===== src/rtl/i2c_pkg.sv =====
// Shared types and constants for the I2C target stream block.
package i2c_pkg;

   localparam int   I2C_ADDR_W = 7;
   localparam logic I2C_ACK    = 1'b0;
   localparam logic I2C_NACK   = 1'b1;

   typedef enum logic [3:0] {
      IDLE,
      ADDR,
      ADDR_ACK,
      WR_DATA,
      WR_ACK,
      RD_LOAD,
      RD_DATA,
      RD_ACK,
      SKIP
   } i2c_target_state_t;

endpackage


===== src/rtl/i2c_line_sync.sv =====
// SCL/SDA synchronizer with bus-event detection (SCL edges, START, STOP).
// Events are masked until the synchronizer chain has refilled after reset,
// so a reset taken mid-transfer cannot fabricate a START or STOP from the
// reset value of the flops.
module i2c_line_sync #(
   parameter int SYNC_STAGES = 2
) (
   input  logic clk,
   input  logic rst,
   input  logic scl_raw,
   input  logic sda_raw,
   output logic sda,
   output logic scl_rise,
   output logic scl_fall,
   output logic start,
   output logic stop
);

   localparam int WARM   = SYNC_STAGES + 1;
   localparam int WARM_W = $clog2(WARM + 1);

   logic [SYNC_STAGES-1:0] scl_ff;
   logic [SYNC_STAGES-1:0] sda_ff;
   logic                   scl_q;
   logic                   sda_q;
   logic [WARM_W-1:0]      warm;
   logic                   armed;
   logic                   scl;

   assign scl   = scl_ff[SYNC_STAGES-1];
   assign sda   = sda_ff[SYNC_STAGES-1];
   assign armed = (warm == WARM_W'(WARM));

   // Shift the raw lines through the sync chain and keep one cycle of history.
   always_ff @(posedge clk) begin
      if (rst) begin
         scl_ff <= '1;
         sda_ff <= '1;
         scl_q  <= 1'b1;
         sda_q  <= 1'b1;
         warm   <= '0;
      end else begin
         scl_ff <= {scl_ff[SYNC_STAGES-2:0], scl_raw};
         sda_ff <= {sda_ff[SYNC_STAGES-2:0], sda_raw};
         scl_q  <= scl;
         sda_q  <= sda;
         if (!armed) warm <= warm + WARM_W'(1);
      end
   end

   assign scl_rise = armed &  scl & ~scl_q;
   assign scl_fall = armed & ~scl &  scl_q;
   assign start    = armed &  scl &  scl_q &  sda_q & ~sda;
   assign stop     = armed &  scl &  scl_q & ~sda_q &  sda;

endmodule


===== src/rtl/i2c_target_stream.sv =====
// I2C target PHY: address match + ACK, write bytes out on an rx stream,
// read bytes pulled from a tx stream.
// Build option I2C_TARGET_STRETCH_EN: when defined the target stretches SCL
// while the backend is not ready; otherwise scl_oe stays 0, a write byte
// that finds the rx slot busy is NACKed and dropped, and a read with no
// tx data sends 8'hFF. Both fallbacks pulse overrun.
module i2c_target_stream
   import i2c_pkg::*;
#(
   parameter logic [I2C_ADDR_W-1:0] I2C_ADDR    = 7'h50,
   parameter int                    SYNC_STAGES = 2
) (
   input  logic       clk,
   input  logic       rst,
   input  logic       scl_i,
   output logic       scl_o,
   output logic       scl_oe,
   input  logic       sda_i,
   output logic       sda_o,
   output logic       sda_oe,
   output logic [7:0] rx_data,
   output logic       rx_valid,
   input  logic       rx_ready,
   output logic       rx_first,
   input  logic [7:0] tx_data,
   input  logic       tx_valid,
   output logic       tx_ready,
   output logic       txn_start,
   output logic       txn_read,
   output logic       txn_stop,
   output logic       overrun,
   output logic       busy
);

`ifdef I2C_TARGET_STRETCH_EN
   localparam logic STRETCH = 1'b1;
`else
   localparam logic STRETCH = 1'b0;
`endif

   i2c_target_state_t state;
   logic [3:0]        cnt;
   logic [7:0]        sh;
   logic              hold;
   logic              first_pend;
   logic              sda;
   logic              scl_rise;
   logic              scl_fall;
   logic              start;
   logic              stop;
   logic              free;

   i2c_line_sync #(.SYNC_STAGES(SYNC_STAGES)) u_sync (
      .clk      (clk),
      .rst      (rst),
      .scl_raw  (scl_i),
      .sda_raw  (sda_i),
      .sda      (sda),
      .scl_rise (scl_rise),
      .scl_fall (scl_fall),
      .start    (start),
      .stop     (stop)
   );

   assign scl_o = ~scl_oe;
   assign sda_o = ~sda_oe;
   assign free  = ~rx_valid | rx_ready;

   // Bus protocol FSM; all outputs registered. START/STOP override every state.
   always_ff @(posedge clk) begin
      if (rst) begin
         state      <= IDLE;
         cnt        <= '0;
         sh         <= '0;
         hold       <= 1'b0;
         first_pend <= 1'b0;
         scl_oe     <= 1'b0;
         sda_oe     <= 1'b0;
         rx_data    <= '0;
         rx_valid   <= 1'b0;
         rx_first   <= 1'b0;
         tx_ready   <= 1'b0;
         txn_start  <= 1'b0;
         txn_read   <= 1'b0;
         txn_stop   <= 1'b0;
         overrun    <= 1'b0;
         busy       <= 1'b0;
      end else begin
         txn_start <= 1'b0;
         txn_stop  <= 1'b0;
         overrun   <= 1'b0;
         // rx handshake completes regardless of bus events; a load below wins
         if (rx_valid && rx_ready) begin
            rx_valid <= 1'b0;
            rx_first <= 1'b0;
         end
         if (start) begin
            state    <= ADDR;
            cnt      <= '0;
            hold     <= 1'b0;
            sda_oe   <= 1'b0;
            scl_oe   <= 1'b0;
            tx_ready <= 1'b0;
         end else if (stop) begin
            state    <= IDLE;
            cnt      <= '0;
            hold     <= 1'b0;
            sda_oe   <= 1'b0;
            scl_oe   <= 1'b0;
            tx_ready <= 1'b0;
            if (busy) begin
               txn_stop <= 1'b1;
               busy     <= 1'b0;
            end
         end else begin
            case (state)
               IDLE, SKIP: ;
               ADDR: begin
                  if (scl_rise && cnt != 4'd8) begin
                     sh  <= {sh[6:0], sda};
                     cnt <= cnt + 4'd1;
                  end else if (scl_fall && cnt == 4'd8) begin
                     if (sh[7:1] == I2C_ADDR) begin
                        sda_oe    <= 1'b1;
                        txn_start <= 1'b1;
                        txn_read  <= sh[0];
                        busy      <= 1'b1;
                        state     <= ADDR_ACK;
                     end else begin
                        state <= SKIP;
                     end
                  end
               end
               ADDR_ACK: begin
                  if (scl_fall) begin
                     sda_oe <= 1'b0;
                     cnt    <= '0;
                     if (txn_read) begin
                        tx_ready <= 1'b1;
                        scl_oe   <= STRETCH;
                        state    <= RD_LOAD;
                     end else begin
                        first_pend <= 1'b1;
                        state      <= WR_DATA;
                     end
                  end
               end
               WR_DATA: begin
                  if (scl_rise && cnt != 4'd8) begin
                     sh  <= {sh[6:0], sda};
                     cnt <= cnt + 4'd1;
                  end else if (cnt == 4'd8 && (scl_fall || hold)) begin
                     if (free) begin
                        rx_data    <= sh;
                        rx_valid   <= 1'b1;
                        rx_first   <= first_pend;
                        first_pend <= 1'b0;
                        sda_oe     <= 1'b1;
                        scl_oe     <= 1'b0;
                        hold       <= 1'b0;
                        state      <= WR_ACK;
                     end else begin
`ifdef I2C_TARGET_STRETCH_EN
                        scl_oe <= 1'b1;
                        hold   <= 1'b1;
`else
                        overrun <= 1'b1;
                        state   <= SKIP;
`endif
                     end
                  end
               end
               WR_ACK: begin
                  if (scl_fall) begin
                     sda_oe <= 1'b0;
                     cnt    <= '0;
                     state  <= WR_DATA;
                  end
               end
               RD_LOAD: begin
                  if (tx_ready && tx_valid) begin
                     sh       <= tx_data;
                     sda_oe   <= ~tx_data[7];
                     cnt      <= 4'd1;
                     tx_ready <= 1'b0;
                     scl_oe   <= 1'b0;
                     state    <= RD_DATA;
                  end else begin
`ifdef I2C_TARGET_STRETCH_EN
                     scl_oe <= 1'b1;
`else
                     // underflow: send all-ones (SDA released) for this byte
                     sh       <= 8'hFF;
                     sda_oe   <= 1'b0;
                     cnt      <= 4'd1;
                     tx_ready <= 1'b0;
                     overrun  <= 1'b1;
                     state    <= RD_DATA;
`endif
                  end
               end
               RD_DATA: begin
                  if (scl_fall) begin
                     if (cnt == 4'd8) begin
                        sda_oe <= 1'b0;
                        state  <= RD_ACK;
                     end else begin
                        sda_oe <= ~sh[6];
                        sh     <= {sh[6:0], 1'b1};
                        cnt    <= cnt + 4'd1;
                     end
                  end
               end
               RD_ACK: begin
                  if (scl_rise) begin
                     if (sda != I2C_ACK) state <= SKIP;
                  end else if (scl_fall) begin
                     tx_ready <= 1'b1;
                     scl_oe   <= STRETCH;
                     state    <= RD_LOAD;
                  end
               end
               default: state <= IDLE;
            endcase
         end
      end
   end

endmodule


===== config.mk =====
export PLATFORM = sky130hd
export DESIGN_NAME = i2c_target_stream
export DESIGN_NICKNAME = d
export VERILOG_FILES = /design/src/rtl/i2c_pkg.sv /design/src/rtl/i2c_line_sync.sv /design/src/rtl/i2c_target_stream.sv
export SDC_FILE = /design/constraint.sdc
export NUM_CORES = 1
export LEC_CHECK = 0
export BUFFER_PORTS_ARGS = -buffer_cell sky130_fd_sc_hd__buf_4
export CAP_MARGIN = 30
export CORE_ASPECT_RATIO = 0.75
export CORE_MARGIN = 5
export CORE_UTILIZATION = 49
export DETAILED_ROUTE_END_ITERATION = 10
export PLACE_DENSITY = 0.8
export SKIP_CTS_REPAIR_TIMING = 1
export SLEW_MARGIN = 10
export SYNTH_ARGS = -nofsm -noshare
export SYNTH_HDL_FRONTEND = slang
export SYNTH_HIERARCHICAL = 1
export SYNTH_SLANG_ARGS = --single-unit

===== constraint.sdc =====
create_clock -name clk -period 4.5 [get_ports clk]
set_input_delay 0.9 -clock clk [delete_from_list [all_inputs] [get_ports clk]]
set_output_delay 0.9 -clock clk [all_outputs]
set_load 0.005 [all_outputs]

-- After elaboration in Yosys (flattened, before gate mapping)
Index checks and enable logic that the tools add are counted.
- register bits after elaboration: 43
- word-level logic and storage cells: 200
- muxes and demuxes: 77
- add/subtract/negate cells: 2
- reductions and logical operators: 31
- eq/ne operators: 44
- bitwise gates (word level): 25
- operators with widths (kind ; number):
    4-bit 2-to-1 mux ; 17
    1-bit 2-to-1 mux ; 47
    4-bit inequality test, second input constant ; 9
    2-bit inequality test, second input constant ; 17
    8-bit 2-to-1 mux ; 4
    4-bit case mux with 8 select lines ; 1
    8-bit case mux with 3 select lines ; 1
    11-bit AND reduction ; 2
    6-bit AND reduction ; 3
    9-bit AND reduction ; 2
    4-bit by 3-bit == test with 1-bit output, second input constant ; 4
    4-bit case mux with 4 select lines ; 1
    1-bit inverter ; 15
    5-bit AND reduction ; 3
    1-bit AND ; 9
    4-bit by 2-bit == test with 1-bit output, second input constant ; 2
    4-bit == test, second input constant ; 2
    8-bit AND reduction ; 1
    2-bit nonzero test ; 4
    4-bit nonzero test ; 2
    7-bit == test, second input constant ; 1
    3-bit inequality test, second input constant ; 2
    3-bit nonzero test ; 2
    2-bit OR reduction ; 3
    19 further kinds ; 25

-- Logic depth before layout (Yosys ltp)
Gate-level depths: netlist (run 1).
- word-level depth: 9
- gate-level depth with buffers: 10
- depth with buffers taken out: 7

-- Modules after synthesis
Netlist (run 1), hierarchy kept.
- modules (own cells, without submodules) (module ; cells each ; area an instance (um^2) ; instances):
    i2c_target_stream ; 256 ; 2258.4 ; 1
    i2c_line_sync ; 25 ; 289.0 ; 1

-- Least setup slack after synthesis (run 1)
No wires, ideal clock.
- path kind: register to register
- start: register u_sync.warm[0]
- end: register rx_data[0]
- cell stages (with the launch flop): 11
- period minus slack after synthesis: 2.087 ns
- arrival: 1.973 ns
- setup slack: 2.413 ns
- buffers on the path: 3
- library setup time: 0.114 ns
- data required time: 4.386 ns
- cell sequence: dfxtp_1 ha_1 nand2_1 nor2_1 buf_2 nand4b_2 or4b_1 buf_6 buf_12 nand3b_2 o21ai_2
- elaborated cells on any way between the ends: 16
- those cells by class: eq/ne (1); bitwise (12); reduce/logical (3)
- RTL lines (element ; line ; RTL):
    start: declaration ; i2c_line_sync.sv:26 ; logic [WARM_W-1:0] warm;
    start signal: assignment ; i2c_line_sync.sv:47 ; if (!armed) warm <= warm + WARM_W'(1);
    2-bit == test ; i2c_line_sync.sv:32 ; assign armed = (warm == WARM_W'(WARM));
    1-bit AND (2 in series) ; i2c_line_sync.sv:52 ; assign scl_fall = armed & ~scl & scl_q;
    named net scl_fall ; i2c_target_stream.sv:48 ; logic scl_fall;
    1-bit logical AND ; i2c_target_stream.sv:152 ; end else if (cnt == 4'd8 && (scl_fall || hold)) begin
    6-bit AND reduction (no source line) ; n/a ;
    end signal: assignment ; i2c_target_stream.sv:154 ; rx_data <= sh;
    end: declaration ; i2c_target_stream.sv:21 ; output logic [7:0] rx_data,
The timed path passes the listed nets, and every way through them passes these cells.
A chain may end at the register's enable or synchronous reset.

-- Worst setup path after layout (run 1)
- start: register u_sync.warm[0]
- end: register rx_first
- word-level cells in the longest chain between the ends: 9
- elaborated cells on any way between the ends: 17
- those cells by class: eq/ne (1); mux (5); bitwise (9); reduce/logical (2)
- RTL lines (element ; line ; RTL):
    2-bit == test ; i2c_line_sync.sv:32 ;
    1-bit AND (2 in series) ; i2c_line_sync.sv:52 ;
    named net scl_fall ; i2c_target_stream.sv:48 ;
    1-bit logical AND ; i2c_target_stream.sv:152 ;
    1-bit 2-to-1 mux ; i2c_target_stream.sv:152 ;
    1-bit 2-to-1 mux ; i2c_target_stream.sv:149 ; if (scl_rise && cnt != 4'd8) begin
    1-bit 2-to-1 mux ; i2c_target_stream.sv:116 ; case (state)
    1-bit 2-to-1 mux ; i2c_target_stream.sv:104 ; end else if (stop) begin
    1-bit 2-to-1 mux ; i2c_target_stream.sv:97 ; if (start) begin
    end signal: assignment ; i2c_target_stream.sv:156 ; rx_first <= first_pend;
    end: declaration ; i2c_target_stream.sv:24 ; output logic rx_first,
The timed path passes the listed nets, and every way through them passes these cells.

==> results of run 1 <==
==> per-stage QoR <==
step	utilization	power [mW]	setup slack [ns]	cell area [um^2]	instances
finish	0.564	0.673	1.73	2800	359
global route	0.564	0.703	1.45	2800	359
CTS	0.564	0.676	1.78	2800	359
detailed placement	0.546	0.437	1.78	2710	351
global placement	0.546	0.434	1.89	2710	351
floorplan	-	0.420	2.41	2550	281
==> placed cells by master (no fill, tap or decap), types with 3 or more instances in the layout <==
| cell | instances |
|---|---|
| buf_4 | 32 |
| a21oi_1 | 7 |
| nor2b_1 | 8 |
| o21ai_2 | 6 |
| inv_1 | 9 |
| mux2i_1 | 16 |
| and3_1 | 3 |
| nor3b_2 | 3 |
| dfxtp_1 | 42 |
| nand2_1 | 13 |
| ha_1 | 3 |
| a31oi_1 | 9 |
| clkbuf_8 | 5 |
| nor3_1 | 16 |
| mux2_4 | 3 |
| nand2b_1 | 8 |
| or3_1 | 9 |
| nand3b_2 | 5 |
| nand3_1 | 3 |
| or2_2 | 9 |
| a21o_1 | 4 |
| nor4bb_1 | 3 |
| nand4bb_1 | 4 |
| nor2_1 | 23 |
| o21ai_0 | 4 |
==> cell type report <==
cell class	instances	area (um^2)	area share
multi-input cells	208	1520	0.542
flip-flops and latches	42	841	0.301
repair buffers	32	240	0.0859
well taps	60	75.1	0.0268
clock buffers	5	68.8	0.0246
inverters	9	33.8	0.0121
clock inverters	3	21.3	0.00761
==> critical path, stage by stage (launching register included) <==
cell and delay [ns]:
dfxtp_1 0.36, ha_1 0.27, nand2_1 0.07, nor2_1 0.45, nand4b_2 0.29, or4b_1 0.89
mux2i_1 0.27, nor2_1 0.05
==> flip-flops by register name (all words and copies together) (netlist names), 2 cells and up <==
signal,cells
cnt,4
sh,8
state,4
u_sync/sda_ff,2
rx_data,8
u_sync/warm,2
u_sync/scl_ff,2
==> synth_stat cells (all sizes together), types with 4 or more instances <==
library cell,instances,area [um^2]
dfxtp,42,841
nor2,23,86.3
buf,16,134
mux2i,16,160
nor3,16,80.1
nand2,13,48.8
o21ai,11,77.6
a31oi,9,56.3
inv,9,33.8
or2,9,56.3
or3,9,56.3
nand2b,8,50.1
nor2b,8,50.1
a21oi,7,35.0
nand3b,7,71.3
clkbuf,6,22.5
a211oi,4,40.0
a21o,4,30.0
nand3,4,25.0
nand4bb,4,45.0
nor3b,4,45.1
==> layer usage <==
layer	vias up	part of all wire	routed length, um
met5	-	0	0
met4	0	0.012	69
met3	11	0.081	469
met2	77	0.41	2360
met1	983	0.50	2880
li1	1052	-	-
==> logic make-up (layout without fill, tap and decap cells) <==
logic type / count (synthesis) / after routing / synth area share
and+or+nand+nor: 130 / 130 / 0.335
AOI/OAI and AO/OA: 50 / 50 / 0.148
DFF: 42 / 42 / 0.330
buffers and inverters: 31 / 49 / 0.0747
muxes: 19 / 19 / 0.0805
adders and majority gates: 4 / 4 / 0.0187
xor gates and xnor gates: 3 / 3 / 0.0103
other: 2 / 2 / 0.00295
==> worst min-delay path by stage <==
stage                                 from               end
after floorplan           u_sync/scl_ff[0]  u_sync/scl_ff[1]
final                     u_sync/scl_ff[0]  u_sync/scl_ff[1]
after detailed placement  u_sync/sda_ff[0]  u_sync/sda_ff[1]
after CTS                 u_sync/scl_ff[0]  u_sync/scl_ff[1]
after global placement    u_sync/scl_ff[0]  u_sync/scl_ff[1]
after global routing      u_sync/scl_ff[0]  u_sync/scl_ff[1]
==> power by group <==
group          internal (mW)  switching [mW]  leakage, nW
registers              0.378         0.00534        0.340
clock network          0.109           0.136       0.0441
logic                 0.0218          0.0227        0.708
==> reports/results.tsv, run 1 <==
stage	metric	value	unit
worst_setup_path	Crit Reg-Reg Endpoint	rx_first	
drt	DRC violations left	0	
status	status	finished, final reports clean	
global_routing	global route hottest layer	met1	
final_layout	final net count	315	
synth	Cells after Synth	281	
global_routing	vias in the first global route	1952	
drt	post-route ant nets	0	
drt	DRT Wirelength	5.78	mm
worst_setup_path	CP Launch Point	u_sync/warm[0]	
job	max cap viols	0	
worst_setup_path	WS Path Type	reg -> reg	
timing	Fin Setup TNS	0	ns
timing	Worst-Margin Slew	0.880	ns
power_and_ir_drop	Pleak	1.09	nW
place	routability cong.	0.902	
worst_setup_path	RR Startpoint	u_sync/warm[0]	
global_routing	grt met1 use	0.279	
floorplanning	die height	72.4	um
synth	synth warn	6	
synth	number of synthesized flops with an enable pin	0	
worst_setup_path	R2R depth	7	
timing	Slew HR	0.412	
synth	post-synthesis cell type count	66	
timing	RSZ-0062 raised after global routing	false	
synth	Net Count, Synth	298	
place	DP HPWL	4.22	mm
power_and_ir_drop	maximum VDD drop	0.000105	V
drt	Vias/cell	5.91	
min_path	HP Class	reg -> reg	
worst_setup_path	critical path required time	4.68	ns
floorplanning	Die Footprint	0.00676	mm^2
global_routing	first-pass GRT wire length	9.72	mm
clocking	clock tree from TritonCTS	built	
floorplanning	Core Box Area	0.00495	mm^2
min_path	Cells on Worst Hold Path	1	
worst_setup_path	Critical Path End	rx_first	
timing	period utilisation layout	0.616	
place	input/output buffers	31	
clocking	Num Clock Sinks	42	
clocking	CTS max path bufs	2	
synth	ys flop type	dfxtp_1	
final_layout	Antenna diodes	0	
drt	drt pass-1 iters	4	
clocking	Root Driver	clkbuf_8	
floorplanning	Die X	93.3	um
clocking	clock buffers created by TritonCTS	5	
floorplanning	I/O pin cnt	34	
global_routing	met2 usage	0.238	
floorplanning	initial core utilization	0.514	
synth	Synth async-reset ratio	0	
timing	Hold Fails Final Rpt	0	
global_routing	largest net degree at the start of global routing	42	
timing	hold_ws	0.416	ns
synth	Syn Area/Cell	9.07	um^2
drt	Initial DRC Count	193	
clocking	H-tree depth	2	
worst_setup_path	CP max FO	14	
global_routing	grt total ovfl	0	
final_layout	layout cell share with drive strength beyond 1	0.254	
worst_setup_path	Critical Path AT	2.96	ns
final_layout	Layout area overhead	9.77	%
floorplanning	Cell Rows	22	
timing	Tmin final	2.77	ns
drt	vias	2123	
final_layout	fillcell total	448	
clocking	Clock Latency Late Sink	0.30	ns
timing	max-slew violations	0	
global_routing	GRT Total Usage	0.180	
clocking	Worst-path clk slew	0.08	ns
synth	Seq/Total Area, Yosys	0.330	
timing	Final Setup Violations	0	
global_routing	M3 GR Usage	0.0415	
worst_setup_path	Critical Path Start Type	register	
worst_setup_path	R2R setup slack	1.73	ns
timing	skew final	0.00533	ns
power_and_ir_drop	pwr/cell area	241	mW/mm^2
drt	WL/cell	16.1	um
worst_setup_path	Worst setup EP type	register	
synth	Yosys reg bits	42	
timing	achievable clock frequency	361	MHz
global_routing	initial antenna violation count	0	
synth	mapped cell area	0.00255	mm^2
Note: power is estimated with default switching activity, not from simulation.
==> inputs of run 2 (changes only) <==
--- a/config.mk
+++ b/config.mk
@@ -5,6 +5,7 @@
 export SDC_FILE = /design/constraint.sdc
 export NUM_CORES = 1
 export LEC_CHECK = 0
+export ABC_AREA = 1
 export BUFFER_PORTS_ARGS = -buffer_cell sky130_fd_sc_hd__buf_4
 export CAP_MARGIN = 30
 export CORE_ASPECT_RATIO = 0.75
==> constraint.sdc (replaced) <==
create_clock -name clk -period 2.57 [get_ports clk]
set_input_delay 0.514 -clock clk [delete_from_list [all_inputs] [get_ports clk]]
set_output_delay 0.514 -clock clk [all_outputs]
set_load 0.005 [all_outputs]
==> run 2 against run 1 <==
Worst hold slack worse by 0.017 ns. Fmax is 26% higher. Count of clock-buffer cells in the layout is 1 higher. Global-route usage is 1.6 points higher. Via count is 9.8% higher. Total power grew to 3.9 times the previous value. First-iteration DRC count is 5.7% lower. Design area is 4.0% lower. Core utilization is 3.0 points higher. Critical path type unchanged. Largest cell class unchanged. Largest power group is now combinational cells.
==> reports/results.tsv, run 2 <==
stage	metric	value	unit	change
floorplanning	Die X	89.4	um	-4.2%
final_layout	layout cell share with drive strength beyond 1	0.189		-0.0651
final_layout	final net count	402		+28%
timing	Worst-Margin Slew	0.645	ns	-0.236 ns
floorplanning	Die Footprint	0.00621	mm^2	-8.0%
min_path	WHS Endpoint	u_sync/sda_ff[0]		
clocking	Clock Latency Late Sink	0.30	ns	about the same
global_routing	largest net degree at the start of global routing	24		-43%
synth	Commonest cells post-synth	nand2_1, nor2_1, dfxtp_1		
timing	RSZ-0062 raised after global routing	false		
timing	hold_ws	0.399	ns	-0.0167 ns
synth	Cells after Synth	354		+26%
drt	post-route ant nets	0		unchanged
synth	mapped cell area	0.00231	mm^2	-9.1%
worst_setup_path	critical path required time	2.80	ns	-1.88 ns
timing	Tmin final	2.20	ns	-0.571 ns
clocking	Worst-path clk slew	0.08	ns	about the same
global_routing	vias in the first global route	2040		+4.5%
synth	Synth async-reset ratio	0		unchanged
final_layout	Layout area overhead	16.0	%	
worst_setup_path	Critical Path AT	2.43	ns	-0.53 ns
power_and_ir_drop	pwr/cell area	974	mW/mm^2	+300%
synth	Seq/Total Area, Yosys	0.363		+0.0332
floorplanning	initial core utilization	0.512		-0.00196
power_and_ir_drop	maximum VDD drop	0.000660	V	+530%
min_path	Cells on Worst Hold Path	2		+1
clocking	Root Driver	clkbuf_8		
timing	Slew HR	0.570		+0.158
min_path	HP Class	in -> reg		
drt	DRC violations left	0		unchanged
synth	Yosys reg bits	42		unchanged
synth	number of synthesized flops with an enable pin	0		unchanged
global_routing	GRT Total Usage	0.195		+0.0156
place	input/output buffers	31		unchanged
worst_setup_path	Critical path buffers and inverters	2		+2
drt	vias	2332		+9.8%
drt	DRT Wirelength	5.83	mm	+0.90%
synth	Syn Area/Cell	6.54	um^2	-28%
timing	max-slew violations	0		unchanged
min_path	hold_sp	sda_i		
drt	Initial DRC Count	182		-5.7%
timing	Fin Setup TNS	0	ns	unchanged
synth	synth warn	6		unchanged
global_routing	M3 GR Usage	0.0439		+0.00249
clocking	H-tree depth	2		unchanged
drt	drt pass-1 iters	5		+1
worst_setup_path	Max stage delay cell, worst path	nor2_2		
global_routing	met2 usage	0.250		+0.0125
synth	count leader, synth	nand2_1		
power_and_ir_drop	Pleak	1.24	nW	+14%
synth	top post-synthesis cells by area	dfxtp_1, nand2_1, nor2_1		
floorplanning	Core Box Area	0.00452	mm^2	-8.8%
worst_setup_path	WS Path Type	reg -> reg		
worst_setup_path	Critical Path Start Type	register		
timing	Hold Fails Final Rpt	0		unchanged
worst_setup_path	Most common cell on crit path	nor2_2		
job	max cap viols	0		unchanged
synth	post-synth top area cell	dfxtp_1		
timing	period utilisation layout	0.856		+0.240
timing	skew final	0.00555	ns	+0.000220 ns
worst_setup_path	kind of cell adding the most delay to the critical path	simple AND/OR/NAND/NOR gates		
worst_setup_path	RR Startpoint	u_sync/warm[0]		
timing	achievable clock frequency	454	MHz	+26%
worst_setup_path	CP max FO	12		-2
global_routing	global route hottest layer	met1		
clocking	CTS max path bufs	2		unchanged
clocking	clock buffers created by TritonCTS	5		unchanged
worst_setup_path	Worst setup EP type	register		
timing	Final Setup Violations	0		unchanged
worst_setup_path	Crit Reg-Reg Endpoint	rx_data[7]		
synth	post-synthesis cell type count	32		-52%
synth	Net Count, Synth	371		+24%
clocking	Num Clock Sinks	42		unchanged
final_layout	Antenna diodes	0		unchanged
worst_setup_path	R2R setup slack	0.37	ns	-1.36 ns
global_routing	initial antenna violation count	0		unchanged
drt	Vias/cell	5.26		-11%
place	DP HPWL	4.46	mm	+5.6%
floorplanning	I/O pin cnt	34		unchanged
synth	ys flop type	dfxtp_1		
global_routing	grt total ovfl	0		unchanged
worst_setup_path	CP peak stage delay	0.36	ns	-0.53 ns
floorplanning	Cell Rows	21		-4.5%
global_routing	grt met1 use	0.308		+0.0287
worst_setup_path	R2R depth	10		+3
final_layout	most frequent cells in the layout	nand2_1, nor2_1, dfxtp_1, buf_4, nand3_1		
final_layout	most common cell after layout, fill and taps aside	nand2_1		
place	routability cong.	1.00		+11%
status	status	finished, final reports clean		
floorplanning	die height	69.5	um	-4.0%
synth	area share of the largest cell type after synthesis	0.363		+0.0332
global_routing	first-pass GRT wire length	9.69	mm	-0.29%
drt	WL/cell	13.2	um	-18%
final_layout	biggest regs	rx_data x8, sh x8		
final_layout	fillcell total	473		+5.6%
worst_setup_path	crit path cell chain	ha_1 -> nand3_1 -> nor2_1 -> nor2_2 -> inv_1 -> nor2_2 -> nand3_4 -> inv_2 -> o21ai_0 -> a21oi_1		
clocking	clock tree from TritonCTS	built		
[run 2: cell count changes after synthesis, sizes merged, moves of 10 or more]
cell,previous run,this run
nand2,13,94
nor2,23,82
nand3,4,31
inv,9,34
mux2i,16,0
nor3,16,6
[run 2: where the power goes]
part / total [mW] / internal [mW] / switching (mW)
Combinational: 1.19 / 0.420 / 0.769
Clock: 0.525 / 0.290 / 0.235
Sequential: 0.901 / 0.770 / 0.130
Total: 2.61 / 1.48 / 1.13
[run 2: area by class of cell]
| type | count | area (um^2) | area share |
|---|---|---|---|
| clock buffer | 6 | 72.6 | 0.0270 |
| clock inverter | 2 | 37.5 | 0.0140 |
| inverter | 34 | 128 | 0.0475 |
| multi-input combinational | 270 | 1290 | 0.482 |
| sequential | 42 | 841 | 0.313 |
| tap | 57 | 71.3 | 0.0266 |
| timing repair buffer | 32 | 240 | 0.0895 |
[run 2: worst max-delay path by stage]
stage / cells past startpoint / to / slack (ns) / startpoint
after floorplan: 13 / sh[6] / 0.80 / u_sync/warm[0]
after global placement: 10 / rx_data[7] / 0.28 / u_sync/warm[0]
after detailed placement: 10 / rx_data[7] / 0.19 / u_sync/warm[0]
after CTS: 10 / rx_data[7] / 0.15 / u_sync/warm[0]
after global routing: 12 / state[0] / 0.05 / u_sync/warm[0]
final: 10 / rx_data[7] / 0.37 / u_sync/warm[0]
[run 2: logic make-up (layout without fill, tap and decap cells)]
logic type | count (synthesis) | after routing | synth area share
xor+xnor | 1 | 1 | 0.00378
flops | 42 | 42 | 0.363
other cells | 2 | 2 | 0.00324
buf+inv | 42 | 74 | 0.0784
fa+ha+maj | 3 | 3 | 0.0162
simple gates | 221 | 221 | 0.435
compound gates | 43 | 43 | 0.100
[run 2: worst reg2reg max path: stages, from the launching register on]
cell	delay (ns)
dfxtp_1	0.33
ha_1	0.26
nand3_1	0.11
nor2_1	0.10
nor2_2	0.36
inv_1	0.18
nor2_2	0.22
nand3_4	0.13
inv_2	0.18
o21ai_0	0.11
a21oi_1	0.15
[run 2: stage by stage]
step	utilization	cell area (um^2)	setup slack (ns)	power, mW	cells
floorplan	-	2310	0.797	1.81	354
global placement	0.569	2570	0.285	2.06	435
detailed placement	0.569	2570	0.188	2.07	435
CTS	0.594	2680	0.155	2.59	443
global route	0.594	2690	0.0504	2.80	443
finish	0.594	2690	0.369	2.61	443
[run 2: per-layer routing]
layer | vias up | part of all wire
li1 | 1179 | -
met1 | 1044 | 0.51
met2 | 90 | 0.38
met3 | 19 | 0.081
met4 | 0 | 0.025
met5 | - | 0
